[src/rtl/pcs_sync_param.sv]
// rtl/pcs_sync_param.sv - 1000BASE-X PCS receive code-group synchronisation with configurable thresholds
//
// Comma-acquisition / loss-of-sync state machine for 10-bit code-groups.
// Optional statistics counters are built only when SYNC_STATS_EN is defined;
// otherwise loss_count and invalid_count are tied to zero.
//
// Parameters:
//   COMMA_REQ      even-aligned commas (each followed by a valid non-comma) to gain sync, 1..15
//   BAD_MAX        net bad code-groups that drop sync, 1..15
//   GOOD_REQ       consecutive good code-groups that cancel one bad count, 1..15
//   CNT_W          statistics counter width
// Ports:
//   Clk              rising-edge clock
//   mr_main_reset    synchronous active-high reset
//   power_on         0 forces LOSS_OF_SYNC and clears the acquisition counters
//   PUDI[9:0]        code-group, PUDI[9] is bit a
//   PUDI_indicate    PUDI valid this cycle
//   code_sync_status 1 while in SYNC_ACQUIRED
//   SUDI[10:0]       {rx_even, PUDI} of the last processed group
//   SUDI_indicate    one-cycle pulse when SUDI updates
//   loss_count       saturating count of sync-loss events
//   invalid_count    saturating count of invalid groups seen in sync

module pcs_sync_param #(
    parameter int COMMA_REQ = 3,
    parameter int BAD_MAX   = 4,
    parameter int GOOD_REQ  = 4,
    parameter int CNT_W     = 8
) (
    input  logic             Clk,
    input  logic             mr_main_reset,
    input  logic             power_on,
    input  logic [9:0]       PUDI,
    input  logic             PUDI_indicate,
    output logic             code_sync_status,
    output logic [10:0]      SUDI,
    output logic             SUDI_indicate,
    output logic [CNT_W-1:0] loss_count,
    output logic [CNT_W-1:0] invalid_count
);

    localparam logic [3:0] COMMA_REQ_C = 4'(COMMA_REQ);
    localparam logic [3:0] BAD_MAX_C   = 4'(BAD_MAX);
    localparam logic [3:0] GOOD_REQ_C  = 4'(GOOD_REQ);

    typedef enum logic [1:0] {
        LOSS_OF_SYNC,
        COMMA_DETECT,
        ACQUIRE_SYNC,
        SYNC_ACQUIRED
    } sync_state_t;

    sync_state_t state;
    logic        rx_even;
    logic [3:0]  comma_cnt;
    logic [3:0]  bad_cnt;
    logic [3:0]  good_cnt;

    // Disparity-legal weight and no run longer than five: any six-bit window
    // that is all-equal marks the group invalid.
    function automatic logic group_valid(input logic [9:0] g);
        int   ones;
        logic long_run;
        ones     = 0;
        long_run = 1'b0;
        for (int i = 0; i < 10; i++) begin
            ones = ones + {31'b0, g[i]};
        end
        for (int i = 0; i < 5; i++) begin
            if (g[i +: 6] == 6'b000000 || g[i +: 6] == 6'b111111) begin
                long_run = 1'b1;
            end
        end
        return (ones >= 4) && (ones <= 6) && !long_run;
    endfunction

    logic valid;
    logic comma;
    logic is_bad;
    logic bad_hit;
    logic rx_even_next;

    assign valid   = group_valid(PUDI);
    assign comma   = valid && (PUDI[9:3] == 7'b0011111 || PUDI[9:3] == 7'b1100000);
    // In sync, a comma landing on an odd position counts as a bad group.
    assign is_bad  = !valid || (comma && rx_even);
    assign bad_hit = (bad_cnt + 4'd1) == BAD_MAX_C;

    // Every processed group toggles rx_even; the only forced value that the
    // toggle does not already produce is the first comma out of LOSS_OF_SYNC.
    assign rx_even_next = (power_on && state == LOSS_OF_SYNC && comma) ? 1'b1 : !rx_even;

    always_ff @(posedge Clk) begin
        if (mr_main_reset) begin
            state            <= LOSS_OF_SYNC;
            code_sync_status <= 1'b0;
            SUDI             <= '0;
            SUDI_indicate    <= 1'b0;
            rx_even          <= 1'b0;
            comma_cnt        <= '0;
            bad_cnt          <= '0;
            good_cnt         <= '0;
        end else begin
            SUDI_indicate <= PUDI_indicate;
            if (PUDI_indicate) begin
                rx_even <= rx_even_next;
                SUDI    <= {rx_even_next, PUDI};
            end

            if (!power_on) begin
                state            <= LOSS_OF_SYNC;
                code_sync_status <= 1'b0;
                comma_cnt        <= '0;
                bad_cnt          <= '0;
                good_cnt         <= '0;
            end else if (PUDI_indicate) begin
                case (state)
                    LOSS_OF_SYNC: begin
                        if (comma) begin
                            state     <= COMMA_DETECT;
                            comma_cnt <= 4'd1;
                        end
                    end
                    COMMA_DETECT: begin
                        if (valid && !comma) begin
                            if (comma_cnt == COMMA_REQ_C) begin
                                state            <= SYNC_ACQUIRED;
                                code_sync_status <= 1'b1;
                                bad_cnt          <= '0;
                                good_cnt         <= '0;
                            end else begin
                                state <= ACQUIRE_SYNC;
                            end
                        end else begin
                            state <= LOSS_OF_SYNC;
                        end
                    end
                    ACQUIRE_SYNC: begin
                        if (comma && !rx_even) begin
                            state     <= COMMA_DETECT;
                            comma_cnt <= comma_cnt + 4'd1;
                        end else if (comma || !valid) begin
                            state <= LOSS_OF_SYNC;
                        end
                    end
                    SYNC_ACQUIRED: begin
                        if (is_bad) begin
                            bad_cnt  <= bad_cnt + 4'd1;
                            good_cnt <= '0;
                            if (bad_hit) begin
                                state            <= LOSS_OF_SYNC;
                                code_sync_status <= 1'b0;
                            end
                        end else if (bad_cnt != 4'd0) begin
                            if ((good_cnt + 4'd1) == GOOD_REQ_C) begin
                                bad_cnt  <= bad_cnt - 4'd1;
                                good_cnt <= '0;
                            end else begin
                                good_cnt <= good_cnt + 4'd1;
                            end
                        end
                    end
                    default: begin
                        state            <= LOSS_OF_SYNC;
                        code_sync_status <= 1'b0;
                    end
                endcase
            end
        end
    end

`ifdef SYNC_STATS_EN
    localparam logic [CNT_W-1:0] CNT_ONE = {{(CNT_W-1){1'b0}}, 1'b1};

    logic processing;
    logic loss_event;
    logic invalid_event;

    assign processing    = power_on && PUDI_indicate && (state == SYNC_ACQUIRED);
    assign loss_event    = processing && is_bad && bad_hit;
    assign invalid_event = processing && !valid;

    always_ff @(posedge Clk) begin
        if (mr_main_reset) begin
            loss_count    <= '0;
            invalid_count <= '0;
        end else begin
            if (loss_event && loss_count != '1) begin
                loss_count <= loss_count + CNT_ONE;
            end
            if (invalid_event && invalid_count != '1) begin
                invalid_count <= invalid_count + CNT_ONE;
            end
        end
    end
`else
    assign loss_count    = '0;
    assign invalid_count = '0;
`endif

endmodule

[config.mk]
export PLATFORM = sky130hd
export DESIGN_NAME = pcs_sync_param
export DESIGN_NICKNAME = d
export VERILOG_FILES = /design/src/rtl/pcs_sync_param.sv
export SDC_FILE = /design/constraint.sdc
export NUM_CORES = 1
export LEC_CHECK = 0
export ABC_AREA = 0
export ABC_CLOCK_PERIOD_IN_PS = 12180
export BUFFER_PORTS_ARGS = -buffer_cell sky130_fd_sc_hd__buf_2
export CAP_MARGIN = 20
export CORE_ASPECT_RATIO = 0.75
export CORE_UTILIZATION = 40
export CTS_CLUSTER_SIZE = 30
export DETAILED_ROUTE_END_ITERATION = 8
export PLACE_DENSITY_LB_ADDON = 0.1
export REMOVE_ABC_BUFFERS = 1
export SLEW_MARGIN = 20
export SYNTH_ARGS = -nofsm -noshare
export SYNTH_HDL_FRONTEND = slang
export SYNTH_SLANG_ARGS = --single-unit
[constraint.sdc]
create_clock -name Clk -period 12.18 [get_ports Clk]
set_clock_uncertainty 0.2 [all_clocks]
set_input_delay 2.436 -clock Clk [delete_from_list [all_inputs] [get_ports Clk]]
set_output_delay 2.436 -clock Clk [all_outputs]
set_load 0.02 [all_outputs]
==> metrics.md, run 1 <==
| Metric | Value |
|---|---|
| Status | complete, but fails checks |
| Failing checks | design-rule violations |
| Root Driver | clkbuf_8 |
| CTS Hold Bufs | 0 |
| Clock Power Share | 23.3% |
| Max Buffers Root-to-Sink | 2 |
| Final setup viols | 0 |
| Worst min-delay path category | register to register |
| IO Count | 43 |
| Synth Cell Area | 0.00204 mm² |
| Worst-path maximum fanout | 9 |
| Sequential share of the synthesized area | 26.4% |
| Post-synth top area cell | dfxtp_1 |
| Std cell rows | 22 |
| Switching portion of total power | 36.0% |
| Die area | 0.00540 mm² |
| Total CTS buffers | 3 |
| Power per cell area | 103 mW/mm² |
| Fin crit share | 53.2% |
| Routed vias | 1757 |
| WP buf/inv | 3 |
| Net Sw Power | 80.7 µW |
| Delay-heaviest family, CP | adder cells |
| Dominant synthesized flop cell | dfxtp_1 |
| Async S/R FF share, synth | 0% |
| Critical Path Slowest Stage Cell | fa_1 |
| Finished Core Util | 44.2% |
| #FFs+latches synth | 27 |
| Comb power frac | 35.1% |
| Seq pwr share | 41.6% |
| Setup Total Neg Slack | 0 ns |
| Core Area | 0.00490 mm² |
| Leak | 0.966 nW |
| Post-route ant nets | 0 |
| CP dominant cell by count | fa_1 |
| First-pass iteration count of the detailed router | 6 |
| First-pass GRT wire length | 7780 µm |
| Most frequent cell after synthesis | dfxtp_1 |
| Die X-Extent | 84.6 µm |
| Max-Cap Viols | 0 |
| Crit end category | register |
| Peak supply drop | 0.0473 mV |
| Layout cell share with drive strength beyond 1 | 13.8% |
| Netlist cell types | 55 |
| Vias per cell | 5.47 |
| Finished layout cell area | 0.00217 mm² |
| Tightest Pin Transition | 0.763 ns |
| FF/Latch Area | 541 µm² |
| Area after DPL | 0.00212 mm² |
| Clock latency at the later pin of the worst-skew pair | 0.28 ns |
| Largest net degree at the start of global routing | 23 |
| CTS tree | built |
| Die H | 63.9 µm |
| Diode count | 0 |
| Vias in the first global route | 1595 |
| # resized after CTS | 0 |
| Post-synth EDFFs | 0 |
| Startpoint Class | input port |
| Worst EP arrival | 6.45 ns |
| Drc violations | 8 |
| Worst path cell trace | buf_2 -> inv_1 -> fa_1 -> fa_1 -> fa_1 -> inv_1 -> ha_1 -> fa_1 -> a22o_1 -> or4_4 -> nor4_4 -> a41oi_1 -> o211a_1 |
| # H-tree levels | 1 |
| Hold WS | 0.278 ns |
| Clk slew on worst S/H paths | 0.10 ns |
| Final net count | 292 |
| Initial Util | 41.7% |
| WL/cell | 13.9 µm |
| Synth warnings | 0 |
| Synth Area per Inst | 8.38 µm² |
| Crit Path Class | input port to register |
| Post-synth top cells | 27 x dfxtp_1, 21 x nor2_1, 17 x buf_4, 17 x nand2_1, 15 x inv_1 |
| Initial antenna violation count | 0 |
| Area taken by multi-input logic gates | 0.00132 mm² |
| CP Data Required Time | 12.15 ns |
| WL final | 4460 µm |
| RSZ-0062 raised after global routing | no |
| Remaining Overflow, GRT | 0 |
| Final Hold Viols | 0 |
| I/O Buffers | 26 |
| Area Growth Syn to Fin | 5.94% |
| Total Routing Usage GR | 18.0% |
| Synth Instances | 244 |
| Slew Viols, Final | 0 |
| Headroom to the max-slew limit | 49.1% |
| Area contributors post-synth | dfxtp_1 26%, buf_4 6.2%, ha_1 6.1% |
| Layout filler cell count | 490 |
| Worst path max stage delay | 0.53 ns |
| GP Congestion | 0.776 |
| Pint | 143 µW |
| Initial drt markers | 136 |
| Fmax | 154 MHz |
| Post-CTS Repair Setup Buffers | 0 |
| Min cycle time layout | 6.48 ns |
| Area share of the largest cell type after synthesis | 26.4% |
| Detail Placement HPWL | 3250 µm |
| # clock sinks | 27 |
==> layer usage <==
layer / share of wire [%] / track usage (%) / vias to the layer above
li1: - / - / 885
met3: 4.3 / 4.26 / 2
met2: 39 / 24.2 / 46
met4: 0.56 / 4.24 / 0
met1: 56 / 28.1 / 824
met5: 0 / 0 / -
==> area by class of cell <==
cell class                 count  area share [%]
multi-input combinational    189            60.9
sequential                    27            25.0
timing repair buffer          26            6.01
tap                           60            3.47
inverter                      15            2.60
clock buffer                   4            2.08
==> cells by family (layout without fill, tap and decap cells) <==
kind of cell	Yosys count	in the layout	share of synthesized area, %
AO/OA/AOI/OAI	54	54	19.0
XOR/XNOR	2	2	0.857
adder cells (fa/ha/maj)	16	16	12.0
buffers and inverters	43	45	11.8
flip-flops	27	27	26.4
multiplexers	10	10	4.90
other	1	16	0.183
AND/OR/NAND/NOR	91	91	24.8
==> registers in the layout (all words and copies together), names as in the netlist <==
register,flops
bad_cnt,4
SUDI,11
SUDI_indicate,1
state,2
comma_cnt,4
code_sync_status,1
good_cnt,4
==> through the flow <==
| stage | power, mW | setup slack, ns | std cells |
|---|---|---|---|
| 5_1_grt | 0.239 | 5.48 | 321 |
| 4_1_cts | 0.226 | 5.71 | 321 |
| 2_1_floorplan | 0.153 | 5.76 | 231 |
| 3_3_place_gp | 0.174 | 5.42 | 317 |
| 6_report | 0.224 | 5.70 | 321 |
| 3_5_place_dp | 0.172 | 5.42 | 317 |
==> power groups by stage <==
stage	sequential (mW)	combinational, mW	clock, mW
after floorplan	0.0978	0.0548	0
after global placement	0.0952	0.0783	0
after detailed placement	0.0951	0.0773	0
after CTS	0.0932	0.0781	0.0552
after global routing	0.0937	0.0872	0.0582
final	0.0931	0.0788	0.0522
==> layout by cell type (no fill, tap or decap), types with 6 or more instances in the layout <==
cell / n
a21oi_1: 8
nand3_1: 10
o21ai_0: 7
and3_1: 6
ha_1: 10
nand2_1: 17
inv_1: 15
mux2i_1: 10
dfxtp_1: 27
fa_1: 6
nor2_1: 21
conb_1: 16
a31oi_1: 6
buf_2: 26
==> worst paths after layout <==
path                                       start               end  slack (ns)  cells past startpoint
worst max-delay path                     PUDI[1]      comma_cnt[3]        5.70                     13
worst min-delay path            code_sync_status  code_sync_status        0.28                      2
worst max register to register          SUDI[10]        bad_cnt[2]        9.90                      6
worst min register to register  code_sync_status  code_sync_status        0.28                      2
==> worst register-to-register path, stage by stage, from the launching register on <==
cell      delay, ns
dfxtp_1        0.41
nor4bb_1       0.25
a22oi_1        0.15
and3_1         0.27
and3_1         0.21
or4b_2         0.66
nand3_1        0.09
Note: power is estimated with default switching activity, not from simulation.
==> inputs of run 2 (changes only) <==
--- a/config.mk
+++ b/config.mk
@@ -6,7 +6,7 @@
 export NUM_CORES = 1
 export LEC_CHECK = 0
 export ABC_AREA = 0
-export ABC_CLOCK_PERIOD_IN_PS = 12180
+export ABC_CLOCK_PERIOD_IN_PS = 6500
 export BUFFER_PORTS_ARGS = -buffer_cell sky130_fd_sc_hd__buf_2
 export CAP_MARGIN = 20
 export CORE_ASPECT_RATIO = 0.75
==> constraint.sdc (replaced) <==
create_clock -name Clk -period 6.5 [get_ports Clk]
set_clock_uncertainty 0.2 [all_clocks]
set_input_delay 1.3 -clock Clk [delete_from_list [all_inputs] [get_ports Clk]]
set_output_delay 1.3 -clock Clk [all_outputs]
set_load 0.02 [all_outputs]
==> run 2 against run 1 <==
Compared with the run above: the flow still finishes with violations (design-rule violations); wire length grew 0.34%; clock power is 91% higher; critical path depth is the same; critical path type unchanged; largest cell class unchanged.
==> metrics.md, run 2 (same netlist as run 1, synthesis figures left out) <==
| Metric | Value |
|---|---|
| Worst EP arrival | 5.38 ns |
| Initial antenna violation count | 0 |
| Layout cell share with drive strength beyond 1 | 13.8% |
| GP Congestion | 0.776 |
| Post-CTS Repair Setup Buffers | 0 |
| Crit end category | register |
| Std cell rows | 22 |
| # H-tree levels | 1 |
| Status | complete, but fails checks |
| Leak | 0.966 nW |
| First-pass iteration count of the detailed router | 6 |
| Peak supply drop | 0.0848 mV |
| Startpoint Class | input port |
| Power per cell area | 194 mW/mm² |
| Diode count | 0 |
| Die X-Extent | 84.6 µm |
| Detail Placement HPWL | 3310 µm |
| Slew Viols, Final | 0 |
| Dpl ws | 0.858 ns |
| Setup Total Neg Slack | 0 ns |
| Area Growth Syn to Fin | 5.94% |
| Largest register FFs | 11 |
| Largest net degree at the start of global routing | 23 |
| Root Driver | clkbuf_8 |
| Remaining Overflow, GRT | 0 |
| Initial drt markers | 117 |
| Worst min-delay path category | register to register |
| # clock sinks | 27 |
| CTS Hold Bufs | 0 |
| Fmax | 187 MHz |
| Failing checks | design-rule violations |
| Setup ws final | 1.15 ns |
| Vias in the first global route | 1607 |
| Fin crit share | 82.4% |
| CTS tree | built |
| First-pass GRT wire length | 7710 µm |
| Max-Cap Viols | 0 |
| RSZ-0062 raised after global routing | no |
| Hold WS | 0.268 ns |
| Total CTS buffers | 3 |
| Max Buffers Root-to-Sink | 2 |
| Initial Util | 41.7% |
| Final setup viols | 0 |
| Commonest non-fill, non-tap cells in the layout | 27 x dfxtp_1, 26 x buf_2, 21 x nor2_1 |
| Die area | 0.00540 mm² |
| # resized after CTS | 0 |
| CP Data Required Time | 6.52 ns |
| Vias per cell | 5.44 |
| Drc violations | 7 |
| WL final | 4480 µm |
| Most common cell after layout, fill and taps aside | dfxtp_1 |
| Finished Layout Cells | 321 |
| IO Count | 43 |
| Headroom to the max-slew limit | 52.4% |
| Core Area | 0.00490 mm² |
| Placed cells | 317 |
| Post-route ant nets | 0 |
| Clock latency at the later pin of the worst-skew pair | 0.28 ns |
| Tightest Pin Transition | 0.714 ns |
| Most flop-heavy register | SUDI |
| Final Hold Viols | 0 |
| Worst-path maximum fanout | 9 |
| Final net count | 292 |
| Clk slew on worst S/H paths | 0.10 ns |
| Die H | 63.9 µm |
| Total Routing Usage GR | 17.8% |
| WL/cell | 13.9 µm |
| I/O Buffers | 26 |
| Min cycle time layout | 5.35 ns |
| Crit Path Class | input port to register |
| Routed vias | 1745 |
[run 2: critical path: stages]
cell and delay (ns):
buf_2 0.17, inv_1 0.07, fa_1 0.50, fa_1 0.43
fa_1 0.48, inv_1 0.04, ha_1 0.19, fa_1 0.46
a22o_1 0.26, nor4_2 0.47, a21boi_0 0.23, or4b_2 0.67
nand3_1 0.09
[run 2: metal layers]
metal	wire, µm	vias to the layer above	GRT usage [%]
met1	2530	790	27.6
li1	-	889	-
met3	235	2	3.88
met2	1690	64	24.6
met5	0	-	0
met4	25	0	3.60
[run 2: path summary, 6_finish.rpt]
kind	from	endpoint	slack, ns	cells after the start
worst min register to register	code_sync_status	code_sync_status	0.27	2
worst min-delay path	code_sync_status	code_sync_status	0.27	2
worst max-delay path	PUDI[3]	bad_cnt[2]	1.15	13
worst max register to register	SUDI[10]	bad_cnt[2]	4.19	6
[run 2: power by group]
group,internal (mW),switching (mW)
clock,0.0440,0.0555
sequential,0.170,0.00403
combinational,0.0546,0.0924
[run 2: through the flow]
stage / utilization [%] / area [µm²] / total power, mW
after floorplan: - / 1920 / 0.286
after global placement: 43.3 / 2120 / 0.325
after detailed placement: 43.3 / 2120 / 0.325
after CTS: 44.2 / 2170 / 0.425
after global routing: 44.2 / 2170 / 0.449
final: 44.2 / 2170 / 0.421
[run 2: layout make-up]
| cell class | instances | area [µm²] |
|---|---|---|
| multi-input cells | 189 | 1320 |
| inverters | 15 | 56.3 |
| well taps | 60 | 75.1 |
| flip-flops and latches | 27 | 541 |
| fillers | 498 | 2730 |
| clock buffers | 4 | 45.0 |
| repair buffers | 26 | 130 |
==> inputs of run 3 (changes only) <==
--- a/config.mk
+++ b/config.mk
@@ -6,7 +6,7 @@
 export NUM_CORES = 1
 export LEC_CHECK = 0
 export ABC_AREA = 0
-export ABC_CLOCK_PERIOD_IN_PS = 6500
+export ABC_CLOCK_PERIOD_IN_PS = 5600
 export BUFFER_PORTS_ARGS = -buffer_cell sky130_fd_sc_hd__buf_2
 export CAP_MARGIN = 20
 export CORE_ASPECT_RATIO = 0.75
==> constraint.sdc (replaced) <==
create_clock -name Clk -period 5.6 [get_ports Clk]
set_clock_uncertainty 0.2 [all_clocks]
set_input_delay 1.12 -clock Clk [delete_from_list [all_inputs] [get_ports Clk]]
set_output_delay 1.12 -clock Clk [all_outputs]
set_load 0.02 [all_outputs]
==> run 3 against run 2 <==
Compared with the run above: the run still ends with design-rule violations left; sequential power grew 16%; wire length up 3.0%; highest routed layer unchanged; critical path depth unchanged; via count up 0.69%; combinational power rose by 24%; clock-buffer cell count stayed put; cell count grew 0.62%; critical path type unchanged; non-clock buffer count rose by 2; critical endpoint is now comma_cnt[3].
==> metrics.md, run 3 (same netlist as run 1, synthesis figures left out) <==
| Metric | Value |
|---|---|
| Routed wl met3 | 245 µm |
| Placed cells | 319 |
| Worst EP arrival | 5.13 ns |
| Std cell rows | 22 |
| Area after DPL | 0.00214 mm² |
| Initial Util | 41.7% |
| Max-Cap Viols | 0 |
| Vias per cell | 5.44 |
| CTS Hold Bufs | 0 |
| Detail Placement HPWL | 3450 µm |
| Critical Path Slowest Stage Cell | or4_4 |
| Final Hold Viols | 0 |
| First-pass iteration count of the detailed router | 6 |
| Failing checks | design-rule violations |
| Setup Total Neg Slack | 0 ns |
| Clk slew on worst S/H paths | 0.10 ns |
| Post-route ant nets | 0 |
| Worst min-delay path category | register to register |
| Delay-heaviest family, CP | adder cells |
| CP Data Required Time | 5.58 ns |
| Max Buffers Root-to-Sink | 2 |
| Die H | 63.9 µm |
| Final net count | 294 |
| Layout cell share with drive strength beyond 1 | 14.4% |
| Diode count | 0 |
| Status | complete, but fails checks |
| Power per cell area | 230 mW/mm² |
| Worst path cell trace | buf_2 -> inv_1 -> fa_1 -> fa_1 -> fa_1 -> inv_1 -> ha_1 -> fa_1 -> a22o_1 -> or4_4 -> nor4_4 -> a41oi_1 -> o211a_1 |
| # resized after CTS | 0 |
| Tot Pwr | 501 µW |
| WL final | 4610 µm |
| Clock latency at the later pin of the worst-skew pair | 0.28 ns |
| Crit end category | register |
| Total Routing Usage GR | 18.3% |
| Drc violations | 6 |
| Initial drt markers | 118 |
| Root Driver | clkbuf_8 |
| Tightest Pin Transition | 0.720 ns |
| Layout filler cell count | 513 |
| WL/cell | 14.3 µm |
| Crit Path Class | input port to register |
| Startpoint Class | input port |
| Worst path max stage delay | 0.51 ns |
| FF/Latch Area | 541 µm² |
| CP dominant cell by count | fa_1 |
| Wl on met1 | 2530 µm |
| Finished layout cell area | 0.00218 mm² |
| First-pass GRT wire length | 7980 µm |
| Commonest non-fill, non-tap cells in the layout | 27 x dfxtp_1, 26 x buf_2, 21 x nor2_1 |
| # H-tree levels | 1 |
| Initial antenna violation count | 0 |
| Met2 wire len | 1800 µm |
| WP buf/inv | 3 |
| RSZ-0062 raised after global routing | no |
| CTS tree | built |
| Die X-Extent | 84.6 µm |
| Area taken by multi-input logic gates | 0.00132 mm² |
| Fin crit share | 92.1% |
| Fmax | 194 MHz |
| Max Used Layer | met4 |
| Largest net degree at the start of global routing | 23 |
| Finished Layout Cells | 323 |
| Post-CTS Repair Setup Buffers | 0 |
| Vias in the first global route | 1649 |
| Remaining Overflow, GRT | 0 |
| Peak supply drop | 0.118 mV |
| Die area | 0.00540 mm² |
| Worst-path maximum fanout | 9 |
| Core Area | 0.00490 mm² |
| Most flop-heavy register | SUDI |
| Leak | 0.976 nW |
| Final setup viols | 0 |
| # clock sinks | 27 |
| Most common cell after layout, fill and taps aside | dfxtp_1 |
| GP Congestion | 0.810 |
| Headroom to the max-slew limit | 52.0% |
| Total CTS buffers | 3 |
| Min cycle time layout | 5.16 ns |
| Slew Viols, Final | 0 |
| Routed vias | 1757 |
| Largest register FFs | 11 |
| I/O Buffers | 26 |
| IO Count | 43 |
| Area Growth Syn to Fin | 6.67% |
[run 3: cell count changes in the layout (fill, tap and decap cells not counted), sizes merged]
cell  delta
buf      +2
[run 3: worst reg2reg max path, cell delays in order, from the launching register on]
cell and delay (ns):
dfxtp_1 0.41, nor4bb_1 0.26, a22oi_1 0.16, and3_1 0.27, and3_1 0.21, or4b_2 0.66
nand3_1 0.09
[run 3: worst paths after layout]
check	to	slack (ns)	cells after the start	start
max reg2reg	bad_cnt[2]	3.30	6	SUDI[10]
max	comma_cnt[3]	0.44	13	PUDI[3]
min reg2reg	code_sync_status	0.27	2	code_sync_status
min	code_sync_status	0.27	2	code_sync_status
[run 3: final cells by class]
type | instances | area share [%]
sequential | 27 | 24.8
clock buffer | 4 | 2.07
timing repair buffer | 28 | 6.66
tap | 60 | 3.44
multi-input combinational | 189 | 60.5
inverter | 15 | 2.58
[run 3: report_power, final]
part / internal, mW / switching [mW]
clock network: 0.0511 / 0.0639
registers: 0.198 / 0.00492
logic: 0.0726 / 0.111
[run 3: metrics by stage]
step,hold WS [ns],worst slack [ns],util [%]
floorplan,0.265,0.493,-
CTS,0.278,0.448,44.5
global placement,0.271,0.192,43.6
global route,0.294,0.266,44.5
finish,0.272,0.443,44.5
detailed placement,0.263,0.121,43.6
[run 3: layer usage]
layer / vias up / track usage, %
met2: 49 / 25.6
met4: 0 / 4.24
met1: 817 / 28.2
met3: 2 / 4.01
li1: 889 / -
met5: - / 0
